### config.mk
export PLATFORM = sky130hd
export DESIGN_NAME = three_input_gate_v_equation
export DESIGN_NICKNAME = d
export VERILOG_FILES = /design/src/rtl/three_input_gate_v_equation.sv
export SDC_FILE = /design/constraint.sdc
export NUM_CORES = 1
export LEC_CHECK = 0
export ABC_AREA = 1
export CORE_AREA = 3 3 40 42
export CTS_BUF_LIST = sky130_fd_sc_hd__clkbuf_8
export DETAILED_ROUTE_END_ITERATION = 10
export DIE_AREA = 0 0 43 45
export RECOVER_POWER = 50
export SETUP_SLACK_MARGIN = 0.02
export SYNTH_ARGS = -nofsm -noshare
export SYNTH_HDL_FRONTEND = slang
export SYNTH_SLANG_ARGS = --single-unit
### constraint.sdc
create_clock -name i_clk -period 0.86 [get_ports i_clk]
set_input_delay 0.086 -clock i_clk [delete_from_list [all_inputs] [get_ports i_clk]]
set_output_delay 0.086 -clock i_clk [all_outputs]
set_load 0.01 [all_outputs]
### src/rtl/three_input_gate_v_equation.sv
// 4-to-2 priority encoder with valid flag and registered outputs.
// Priority is expressed as flat sum-of-products equations selected by MSB_FIRST.
module three_input_gate_v_equation #(
   parameter int MSB_FIRST = 1
) (
   input  logic       i_clk,
   input  logic       i_rst,
   input  logic [3:0] i_code,
   output logic [1:0] o_code,
   output logic       o_valid
);

   logic [1:0] w_code_nxt;
   logic       w_valid_nxt;
   logic [1:0] r_code;
   logic       r_valid;

   assign w_valid_nxt = i_code[3] | i_code[2] | i_code[1] | i_code[0];

   generate
      if (MSB_FIRST != 0) begin : g_msb_first
         assign w_code_nxt[1] = i_code[3] | i_code[2];
         assign w_code_nxt[0] = i_code[3] | (~i_code[2] & i_code[1]);
      end else begin : g_lsb_first
         // Raw LSB-first terms decode 4'b0000 as 3; folding in the valid term
         // keeps the all-zero input mapped to index 0.
         assign w_code_nxt[1] = (~i_code[0] & ~i_code[1] & i_code[2])
                              | (~i_code[0] & ~i_code[1] & i_code[3]);
         assign w_code_nxt[0] = (~i_code[0] & i_code[1])
                              | (~i_code[0] & ~i_code[2] & i_code[3]);
      end
   endgenerate

   always_ff @(posedge i_clk) begin
      if (i_rst) begin
         r_code  <= 2'b00;
         r_valid <= 1'b0;
      end else begin
         r_code  <= w_code_nxt;
         r_valid <= w_valid_nxt;
      end
   end

   assign o_code  = r_code;
   assign o_valid = r_valid;

endmodule

-- Word-level counts from Yosys, hierarchy flattened
Cells that the tools add are included.
- bitwise operators: 6
- operators by type and width (cell ; count):
    $or 1x1->1 ; 4
    $and 1x1->1 ; 1
    $not 1->1 ; 1
- register bits after elaboration: 3
- bits of input ports: 6
- output and inout port bits: 3
- word-level logic and storage cells: 8

-- Longest topological paths before layout
- depth after elaboration: 3
- depth in mapped cells: 3
- depth with buffers taken out: 3

-- Worst setup path after synthesis
No wires, ideal clock.
- path type: register -> output
- start point: register r_code[0] (netlist: o_code[0])
- end point: output port o_code[0]
- arrival: 0.331 ns
- required time: 0.774 ns
- setup slack: 0.443 ns
- cell stages (with the launch flop): 1
- buffers on the path: 0
- cells stage by stage: dfxtp_1
- RTL lines (element ; line ; source):
    from (decl) ; 15 ; logic [1:0] r_code;
    from (signal assigned) ; 39 ; r_code <= w_code_nxt;
    to (decl) ; 9 ; output logic [1:0] o_code,
No word-level cell between the ends.

-- Final worst setup path
- start point: input port i_rst
- end point: register r_code[0] (netlist: o_code[0])
- RTL lines (element ; line ; source):
    from (decl) ; 7 ; input logic i_rst,
No word-level cell between the ends.

==> metrics.md <==
| Metric | Value |
|---|---|
| Most frequent cells in the layout | `inv_1 (4), clkdlybuf4s50_1 (4), clkbuf_8 (3), dfxtp_1 (3), clkbuf_2 (3)` |
| Routed WL per cell | `~5.6 um` |
| Fill count | `155` |
| Final Cycle Share | `0.854` |
| Total CTS buffers | `3` |
| Total GRT Usage | `0.0383` |
| Die X-Extent | `roughly 43 um` |
| Worst hold path type | `in2reg` |
| Root Buffer | `clkbuf_8` |
| DRC errors left | `0` |
| Type of destination of the critical path | `register` |
| H-tree depth | `1` |
| Yosys cell types | `7` |
| Tmin final | `~0.73 ns` |
| Leak | `roughly 0.12 nW` |
| I/O pin cnt | `9` |
| Critical-path cell list | `dlygate4sd3_1 -> buf_4 -> a21oi_2` |
| Via count | `approximately 110` |
| Post-DRT Antenna Nets | `0` |
| Fmax | `roughly 1400 MHz` |
| PD cells | `~2400 nW/um2` |
| Hold_sp | `i_code[3]` |
| Slew HR | `0.911` |
| CTS sink cnt | `3` |
| Gate Count Post-Synth | `12` |
| Placed cell count | `36` |
| Fin area | `248 um2` |
| Final setup viols | `0` |
| Vias/cell | `2.63` |
| Congestion Overflow GR | `0` |
| Num rows | `13` |
| Seq cells post-synth | `3` |
| Drt first pass iters | `1` |
| Largest net degree at the start of global routing | `3` |
| Crit start category | `input port` |
| Max incr delay on CP | `0.57 ns` |
| 1st-iter DRT viols | `0` |
| CTS Hold Bufs | `0` |
| Hpwl dp | `179 um` |
| Outcome | `complete, no violations` |
| Crit path kind | `in2reg` |
| Critical-path top delay cell | `dlygate4sd3_1` |
| Post-synthesis net count | `18` |
| Area of the multi-input gates | `~36 um2` |
| Worst vdd ir | `0.586 mV` |
| Critical path peak fanout | `2` |
| Post-Syn Area | `~110 um2` |
| RSZ-0062 raised after global routing | `false` |
| Worst Path Arrival | `roughly 0.88 ns` |
| WL final | `between 200 and 250 um` |
| Die Height | `45 um` |
| Initial Util | `0.0867` |
| Clk pin slew, worst setup/hold paths | `0.03 ns` |
| Hold Vio Cnt, Final | `0` |
| CTS tree | `done` |
| Final Power | `about 600 uW` |
| DIE AREA | `around 1900 um2` |
| Initial antenna violation count | `0` |
| Avg Inst Size Synth | `9.28 um2` |
| Longest Clk Path Bufs | `2` |
| Area after DPL | `approximately 220 um2` |
| Antenna diodes | `0` |
| Vias in the first global route | `~130` |
| Slew Viols, Final | `0` |
| Max cap viols | `0` |
| Reg area | `between 60 and 70 um2` |
| Layout cells sized above 1 | `0.480` |
| Area delta synth->final | `122%` |
| First-pass GRT wire length | `between 400 and 500 um` |
| Synth warn | `0` |
| Core Area | `1280 um2` |
| Fin cells | `40` |
| Worst-Margin Slew | `about 0.13 ns` |
| Final Net Count | `32` |
| Routability congestion estimate | `around 0.58` |
| Worst hold slack | `0.476 ns` |
| Sequential share of the synthesized area | `0.539` |
| Buffers on Ports | `8` |
| Setup bufs post-CTS | `0` |
| CP Launch Point | `i_rst` |
| WP data required | `about 1.0 ns` |
-- metrics by stage --
step / setup slack [ns] / setup TNS (ns) / util
3_5_place_dp: -0.0396 / -0.138 / 0.169
5_1_grt: 0.0610 / 0 / 0.193
2_1_floorplan: 0.443 / 0 / -
3_3_place_gp: -0.0329 / -0.120 / 0.169
4_1_cts: 0.0312 / 0 / 0.204
6_report: 0.126 / 0 / 0.193
-- layer usage --
layer | part of all wire | GRT usage | up-vias
li1 | - | - | 62
met3 | 0.13 | 0.0239 | 0
met2 | 0.35 | 0.0419 | 8
met5 | 0 | 0 | -
met4 | 0 | 0.0542 | 0
met1 | 0.51 | 0.0410 | 35
-- final timing paths --
kind	slack, ns	cells after the start	endpoint
worst max-delay path	0.13	3	o_code[0]$_SDFF_PP0_
worst min-delay path	0.48	3	o_code[0]$_SDFF_PP0_
-- state kept, by name, indices dropped and copies added (netlist names) --
name,cells
o_valid,1
o_code,2
-- kinds of logic (layout without fill, tap and decap cells) --
logic type,after synthesis,in the layout,share of synthesized area
simple gates,2,2,0.0899
buf+inv,4,17,0.135
compound gates,3,3,0.236
flops,3,3,0.539
-- critical path: cells and delay by family --
kind / cells / cell delay (ns)
buf+inv: 2 / 0.71
compound gates: 1 / 0.08
-- Yosys cell counts --
library cell,number,area share
a21oi_2,1,0.079
dfxtp_1,3,0.54
inv_1,3,0.10
inv_2,1,0.034
nand2_1,1,0.034
nand2_2,1,0.056
o21ai_2,2,0.16
-- where the power goes --
group,total [mW],internal [mW],switching [mW]
clock network,0.389,0.303,0.0855
registers,0.153,0.150,0.00224
logic,0.0623,0.0365,0.0259
total,0.604,0.490,0.114
-- cell type report --
type	instances	area share
multi-input combinational	5	0.146
sequential	3	0.242
clock inverter	1	0.0152
clock buffer	3	0.167
tap	15	0.0758
timing repair buffer	9	0.293
inverter	4	0.0606
-- timing repair --
action | 4_1_cts | 5_1_grt
endpoints found under the setup margin | 3 | 3
cloned | 0 | 0
resized for setup | 6 | 3
(Power assumes the default switching activity.)
